[src/rtl/physical_test_sequencer_pkg.sv]
// Shared types for the bring-up instruction sequencer: FSM states, run modes and
// the width of the saturating mismatch counter.
package physical_test_sequencer_pkg;

  typedef enum logic [2:0] {
    ST_IDLE  = 3'd0,
    ST_FETCH = 3'd1,
    ST_ISSUE = 3'd2,
    ST_WAIT  = 3'd3,
    ST_DONE  = 3'd4
  } state_t;

  typedef enum logic [1:0] {
    MODE_STEP  = 2'b00,
    MODE_PACED = 2'b01,
    MODE_FAST  = 2'b10,
    MODE_LOOP  = 2'b11
  } mode_t;

  localparam int ERR_W = 8;

endpackage

[src/rtl/physical_test_sequencer_if.sv]
// Instruction/result link between the sequencer (master) and the processor under test (slave).
interface physical_test_sequencer_if #(
  parameter int INSTR_WIDTH = 16
);
  logic [INSTR_WIDTH-1:0] instruction;
  logic                   instr_valid;
  logic                   instr_ready;
  logic                   result_valid;
  logic [INSTR_WIDTH-1:0] result_in;

  modport master (
    output instruction, instr_valid,
    input  instr_ready, result_valid, result_in
  );

  modport slave (
    input  instruction, instr_valid,
    output instr_ready, result_valid, result_in
  );
endinterface

[src/rtl/test_prog_ram.sv]
// Test program store: one write port, one synchronous read port with 1-cycle latency.
// Contents are never reset so a program survives a sequencer reset.
module test_prog_ram #(
  parameter int WIDTH      = 32,
  parameter int DEPTH      = 32,
  parameter int ADDR_WIDTH = 5
) (
  input  logic                  clock,
  input  logic                  wr_en,
  input  logic [ADDR_WIDTH-1:0] wr_addr,
  input  logic [WIDTH-1:0]      wr_data,
  input  logic                  rd_en,
  input  logic [ADDR_WIDTH-1:0] rd_addr,
  output logic [WIDTH-1:0]      rd_data
);

  logic [WIDTH-1:0] mem [DEPTH];

  always_ff @(posedge clock) begin
    if (wr_en) mem[wr_addr] <= wr_data;
    if (rd_en) rd_data <= mem[rd_addr];
  end

endmodule

[src/rtl/physical_test_sequencer.sv]
// On-board instruction sequencer: issues a stored test program to a processor in
// step / paced / fast / loop modes and counts result mismatches.
module physical_test_sequencer
  import physical_test_sequencer_pkg::*;
#(
  parameter int INSTR_WIDTH = 16,
  parameter int DEPTH       = 32,
  parameter int ADDR_WIDTH  = 5,
  parameter int STEP_DIV    = 4
) (
  input  logic                   clock,
  input  logic                   reset,
  input  logic                   start,
  input  logic                   stop,
  input  logic                   step,
  input  logic [1:0]             mode,
  input  logic [ADDR_WIDTH-1:0]  end_addr,
  input  logic                   load_en,
  input  logic [ADDR_WIDTH-1:0]  load_addr,
  input  logic [INSTR_WIDTH-1:0] load_instr,
  input  logic [INSTR_WIDTH-1:0] load_expect,
  physical_test_sequencer_if.master proc,
  output logic [ADDR_WIDTH-1:0]  pc,
  output logic                   busy,
  output logic                   done,
  output logic [ERR_W-1:0]       err_count,
  output logic [ADDR_WIDTH-1:0]  first_fail
);

  localparam int CNT_W = (STEP_DIV > 1) ? $clog2(STEP_DIV) : 1;
  localparam logic [CNT_W-1:0] PACE_LAST = CNT_W'(STEP_DIV - 1);

  function automatic logic [ERR_W-1:0] sat_inc(input logic [ERR_W-1:0] v);
    return (v == {ERR_W{1'b1}}) ? v : v + 1'b1;
  endfunction

  state_t                   state, state_next;
  mode_t                    mode_q;
  logic [ADDR_WIDTH-1:0]    pc_q, end_q, first_fail_q;
  logic [CNT_W-1:0]         pace_cnt;
  logic [ERR_W-1:0]         err_q;
  logic                     start_q, step_q, stop_pend, hs_seen;
  logic                     start_rise, step_rise, handshake;
  logic                     do_start, do_adv, do_wrap;
  logic [2*INSTR_WIDTH-1:0] rd_data_p1;
  logic [INSTR_WIDTH-1:0]   expect_p2;
  logic [ADDR_WIDTH-1:0]    expect_addr_p2;

  assign start_rise = start & ~start_q;
  assign step_rise  = step & ~step_q;
  assign handshake  = (state == ST_ISSUE) && proc.instr_ready;

  test_prog_ram #(
    .WIDTH      (2*INSTR_WIDTH),
    .DEPTH      (DEPTH),
    .ADDR_WIDTH (ADDR_WIDTH)
  ) u_ram (
    .clock   (clock),
    .wr_en   (load_en && !busy),
    .wr_addr (load_addr),
    .wr_data ({load_expect, load_instr}),
    .rd_en   (state == ST_FETCH),
    .rd_addr (pc_q),
    .rd_data (rd_data_p1)
  );

  always_comb begin
    state_next = state;
    do_start   = 1'b0;
    do_adv     = 1'b0;
    do_wrap    = 1'b0;
    case (state)
      ST_IDLE, ST_DONE: begin
        if (start_rise) begin
          do_start   = 1'b1;
          state_next = ST_FETCH;
        end
      end
      ST_FETCH: state_next = stop ? ST_DONE : ST_ISSUE;
      ST_ISSUE: begin
        // A pending stop never cuts a presented instruction short.
        if (handshake) state_next = (stop || stop_pend) ? ST_DONE : ST_WAIT;
      end
      ST_WAIT: begin
        if (stop) begin
          state_next = ST_DONE;
        end else if (pc_q == end_q) begin
          if (mode_q == MODE_LOOP) begin
            do_wrap    = 1'b1;
            state_next = ST_FETCH;
          end else begin
            state_next = ST_DONE;
          end
        end else begin
          case (mode_q)
            MODE_STEP:  do_adv = step_rise;
            MODE_PACED: do_adv = (pace_cnt == PACE_LAST);
            default:    do_adv = 1'b1;
          endcase
          if (do_adv) state_next = ST_FETCH;
        end
      end
      default: state_next = ST_IDLE;
    endcase
  end

  always_ff @(posedge clock) begin
    if (reset) begin
      state        <= ST_IDLE;
      mode_q       <= MODE_STEP;
      pc_q         <= '0;
      end_q        <= '0;
      pace_cnt     <= '0;
      err_q        <= '0;
      first_fail_q <= '0;
      start_q      <= 1'b0;
      step_q       <= 1'b0;
      stop_pend    <= 1'b0;
      hs_seen      <= 1'b0;
    end else begin
      state   <= state_next;
      start_q <= start;
      step_q  <= step;

      if (do_start) begin
        pc_q      <= '0;
        end_q     <= end_addr;
        stop_pend <= 1'b0;
        hs_seen   <= 1'b0;
      end else if (do_wrap) begin
        pc_q <= '0;
      end else if (do_adv) begin
        pc_q <= pc_q + 1'b1;
      end

      if (state == ST_ISSUE && stop) stop_pend <= 1'b1;

      // Mode is sampled at acceptance so a switch mid-run applies from the next WAIT.
      if (handshake) begin
        mode_q  <= mode_t'(mode);
        hs_seen <= 1'b1;
      end

      pace_cnt <= (state == ST_WAIT) ? pace_cnt + 1'b1 : '0;

      if (do_start) begin
        err_q        <= '0;
        first_fail_q <= '0;
      end else if (proc.result_valid && hs_seen && (proc.result_in != expect_p2)) begin
        err_q <= sat_inc(err_q);
        if (err_q == '0) first_fail_q <= expect_addr_p2;
      end
    end
  end

  // ---- checker capture: expected word and address of the accepted entry ----
  always_ff @(posedge clock) begin
    if (handshake) begin
      expect_p2      <= rd_data_p1[2*INSTR_WIDTH-1:INSTR_WIDTH];
      expect_addr_p2 <= pc_q;
    end
  end

  assign proc.instr_valid = (state == ST_ISSUE);
  assign proc.instruction = (state == ST_ISSUE) ? rd_data_p1[INSTR_WIDTH-1:0] : '0;
  assign pc         = pc_q;
  assign busy       = (state != ST_IDLE) && (state != ST_DONE);
  assign done       = (state == ST_DONE);
  assign err_count  = err_q;
  assign first_fail = first_fail_q;

endmodule

[src/flat_wrapper.sv]
// flat-port wrapper written by rule: the top's interface ports become plain ports
module physical_test_sequencer_flat import physical_test_sequencer_pkg::*;
#(
  parameter int INSTR_WIDTH = 16,
  parameter int DEPTH       = 32,
  parameter int ADDR_WIDTH  = 5,
  parameter int STEP_DIV    = 4
)
  (clock, reset, start, stop, step, mode, end_addr, load_en, load_addr, load_instr, load_expect, pc, busy, done, err_count, first_fail, proc_instruction, proc_instr_valid, proc_instr_ready, proc_result_valid, proc_result_in);
  physical_test_sequencer_if #(.INSTR_WIDTH(INSTR_WIDTH)) proc_i ();
  input  logic clock;
  input  logic reset;
  input  logic start;
  input  logic stop;
  input  logic step;
  input  logic [1:0] mode;
  input  logic [ADDR_WIDTH-1:0] end_addr;
  input  logic load_en;
  input  logic [ADDR_WIDTH-1:0] load_addr;
  input  logic [INSTR_WIDTH-1:0] load_instr;
  input  logic [INSTR_WIDTH-1:0] load_expect;
  output logic [ADDR_WIDTH-1:0] pc;
  output logic busy;
  output logic done;
  output logic [ERR_W-1:0] err_count;
  output logic [ADDR_WIDTH-1:0] first_fail;
  output wire logic [$bits(proc_i.instruction)-1:0] proc_instruction;
  output wire logic [$bits(proc_i.instr_valid)-1:0] proc_instr_valid;
  input wire logic [$bits(proc_i.instr_ready)-1:0] proc_instr_ready;
  input wire logic [$bits(proc_i.result_valid)-1:0] proc_result_valid;
  input wire logic [$bits(proc_i.result_in)-1:0] proc_result_in;
  assign proc_instruction = proc_i.instruction;
  assign proc_instr_valid = proc_i.instr_valid;
  assign proc_i.instr_ready = proc_instr_ready;
  assign proc_i.result_valid = proc_result_valid;
  assign proc_i.result_in = proc_result_in;
  physical_test_sequencer #(.INSTR_WIDTH(INSTR_WIDTH), .DEPTH(DEPTH), .ADDR_WIDTH(ADDR_WIDTH), .STEP_DIV(STEP_DIV)) u_core (.clock(clock), .reset(reset), .start(start), .stop(stop), .step(step), .mode(mode), .end_addr(end_addr), .load_en(load_en), .load_addr(load_addr), .load_instr(load_instr), .load_expect(load_expect), .proc(proc_i), .pc(pc), .busy(busy), .done(done), .err_count(err_count), .first_fail(first_fail));
endmodule
[config.mk]
export PLATFORM = sky130hd
export DESIGN_NAME = physical_test_sequencer_flat
export DESIGN_NICKNAME = d
export VERILOG_FILES = /design/src/rtl/physical_test_sequencer_pkg.sv /design/src/rtl/physical_test_sequencer_if.sv /design/src/rtl/test_prog_ram.sv /design/src/rtl/physical_test_sequencer.sv /design/src/flat_wrapper.sv
export SDC_FILE = /design/constraint.sdc
export NUM_CORES = 1
export LEC_CHECK = 0
export BUFFER_PORTS_ARGS = -buffer_cell sky130_fd_sc_hd__buf_4
export CAP_MARGIN = 20
export CORE_MARGIN = 1.5
export CORE_UTILIZATION = 55
export DETAILED_ROUTE_END_ITERATION = 12
export GPL_TIMING_DRIVEN = 0
export PLACE_DENSITY = 0.72
export SYNTH_ARGS = -nofsm -noshare
export SYNTH_HDL_FRONTEND = slang
export SYNTH_SLANG_ARGS = --single-unit
[constraint.sdc]
create_clock -name clock -period 3.8 [get_ports clock]
set_clock_uncertainty 0.1 [all_clocks]
set_input_delay 0.76 -clock clock [delete_from_list [all_inputs] [get_ports clock]]
set_output_delay 0.76 -clock clock [all_outputs]
set_load 0.02 [all_outputs]
==> metrics.txt <==
Switch Pwr a little under 5 mW; commonest register cell after synthesis edfxtp_1; CORE AREA 0.0763 sq mm; final core occ 0.645; CTS Hold Bufs 0; synth top area cells edfxtp_1 76%, mux4_2 14%, dfxtp_1 1.6%, mux2i_1 1.6%, mux2_2 0.85%; Port Buffers approximately 100; DR vias approximately 21k; Power per Cell Area around 500 mW/mm^2; routed length per placed instance 30.1 microns; DR vias/cell 6.48; synth unique cells 47; GRT Total Usage 0.254; Seq/Total Area, Yosys 0.775; # setup viols final 0; nets roughly 2.2k; Skew-Pair Late Insertion Delay 0.67 ns; relative slew slack 0.251; Clk pwr share 0.427; CP bufs+invs 3; Syn Std Cell Area around 0.043 sq mm; combinational share of power 0.024; met1 usage 0.356; unrepaired setup endpoints after global routing no; Startpoint Class flip-flop; internal power around 20 mW; fillcell total around 5k; GR peak layer met2; non-filler cells, final 3282; Area growth syn-to-layout 15.5%; crit end category flip-flop; Seq cells post-synth about 1.1k; max cap viols 0; Tmin final ~3.7 ns; clock sinks 1111; Starting Density 0.558; Crit-path slowest cell clkbuf_1; syn avg cell area 22.2 sq um; critical path data required time 4.06 ns; Max Buffers Root-to-Sink 3; root buffer cell clkbuf_16; Final Hold Viols 0; Std-Cell Rows 101; CTS Buf Count 105; drt drc 0; Top delay family on crit path buffers and inverters; Post-synth EDFFs 1077; Final Hold Slack 0.226 ns; Max Slew Vio Count 0; critical path type reg -> reg; YS warnings 0; DRT iter0 DRCs 2672; router iterations before antenna repair 8; switching share of total power 0.200; share of cells above drive strength 1 0.303; Max VDD drop about 0.00035 V; width of the die 281 microns; largest fanout on the critical path 10; outcome completed; crit-path cells clkbuf_1, buf_2, clkbuf_1, a21oi_1, a221oi_2; global placement routability congestion 0.814; part of the cycle the worst path needs 0.978; Die ar. roughly 0.08 sq mm; CP dominant cell by count clkbuf_1; drt total wl 98900 microns; asr flop ratio synth 0; final antenna-violating net count 0; clock slew at reported path FFs 0.06 ns; Post-Synthesis Cells 1920; area leader, netlist edfxtp_1; GRT overflow 0; Yosys top cell area share 0.759; Sequential Power Share 0.549; vias in the first global route 21.4k; Worst Path Arrival 3.98 ns; io pins 105; Synth Net Count 1992; initial antenna violation count 3; total power 24.8 mW; Lkg Pwr 15.1 nW; Max Freq 0.269 GHz; min-delay worst type in -> reg; Placed Instances 3087; CTS tree done; die height 281 microns; GR Util met3 0.0456; antenna cells 0; pin count of the biggest net entering global routing 33; H-tree Lvls 3; max incr delay on CP slightly below 0.8 ns; worst slew pin tran 1.12 ns; met2 Use GR 0.406; first-pass GRT wire length 143000 microns; hpwl dp 64700 microns
## path summary, 6_finish.rpt
path                            slack [ns]                      from  cells after the start                  endpoint
worst min register to register        0.32  u_core.u_ram.rd_data[30]                      0      u_core.expect_p2[14]
worst max-delay path                  0.08              u_core.pc[2]                      5  u_core.u_ram.rd_data[20]
worst max register to register        0.08              u_core.pc[2]                      5  u_core.u_ram.rd_data[20]
worst min-delay path                  0.23                      step                      2             u_core.step_q
## registers in the layout, indices dropped and copies added (netlist names), 2 cells and up
| name | flops |
|---|---|
| u_core.mode_q | 2 |
| u_core.end_q | 5 |
| u_core.err_count | 8 |
| u_core.pc | 5 |
| u_core.u_ram.rd_data | 32 |
| u_core.state | 3 |
| u_core.pace_cnt | 2 |
| u_core.first_fail | 5 |
| u_core.expect_addr_p2 | 5 |
| u_core.expect_p2 | 16 |
| u_core.u_ram.mem | 1024 |
## power groups by stage
stage / clock [mW] / combinational, mW / sequential, mW
after floorplan: 0 / 0.201 / 13.9
after CTS: 10.7 / 0.595 / 13.6
after detailed placement: 0 / 0.592 / 13.9
after global placement: 0 / 0.509 / 13.9
final: 10.6 / 0.600 / 13.6
after global routing: 11.1 / 0.639 / 13.6
## cell usage in the layout (no fill, tap or decap), types with 22 or more instances in the layout
| cell type | count |
|---|---|
| nor2_4 | 33 |
| buf_2 | 36 |
| clkbuf_16 | 108 |
| buf_6 | 24 |
| clkinv_2 | 23 |
| edfxtp_1 | 1077 |
| buf_4 | 104 |
| nand2_1 | 29 |
| mux2i_1 | 67 |
| a221oi_1 | 31 |
| clkbuf_1 | 61 |
| mux4_2 | 256 |
| a21oi_1 | 56 |
| dfxtp_1 | 34 |
| nor2_1 | 22 |
| mux2_2 | 32 |
| a221o_1 | 32 |
## cell families (layout without fill, tap and decap cells)
family          count (synthesis)  in the layout  share of synthesized area
compound gates                148            148                     0.0246
xor+xnor                       23             23                    0.00473
mux                           355            355                      0.159
flops                        1111           1111                      0.775
buf+inv                       113            445                     0.0151
simple gates                  166            166                     0.0202
fa+ha+maj                       4              4                    0.00117
## metrics by stage
step	setup WS, ns	TNS (ns)	area, sq um
floorplan	0.601	0	42600
global placement	-1.35	-963.81	44700
detailed placement	-0.165	-0.165	45700
CTS	0.171	0	49200
global route	0.0845	0	49200
finish	0.0829	0	49200
## area by class of cell
class                      instances  area [sq um]  area share
inverter                           8          30.0    0.000610
sequential                      1111         33000       0.671
multi-input combinational        696          9210       0.187
buffer                           105           616      0.0125
clock inverter                    67           676      0.0137
timing repair buffer             137          1570      0.0318
tap                             1030          1290      0.0262
clock buffer                     128          2820      0.0572
## per-layer routing
metal | routed length (microns) | part of all wire | vias up
met5 | 28 | 0.00028 | -
met4 | 3780 | 0.038 | 4
met3 | 8440 | 0.085 | 212
met2 | 48000 | 0.49 | 1167
met1 | 38600 | 0.39 | 11300
li1 | - | - | 8635
## synth_stat cells (all sizes together), types with 2 or more instances
cell,count
mux2,32
edfxtp,1077
nor4,2
clkbuf,45
and2,4
nor3,3
o21ai,18
nand3b,3
a21oi,56
nand4,6
dfxtp,34
nor4b,3
o31ai,2
nand3,10
nand2,29
inv,8
xnor2,21
or3,10
mux4,256
mux2i,67
a221o,32
or2,2
xor2,2
nor2b,4
ha,4
buf,60
and3,19
nor2,55
nand4b,8
nand2b,2
a221oi,32
## what timing repair did
item	4_1_cts	5_1_grt
resized for setup	1	0
setup buffers	0	0
setup endpoints to repair	1	0
Note: power is estimated with default switching activity, not from simulation.
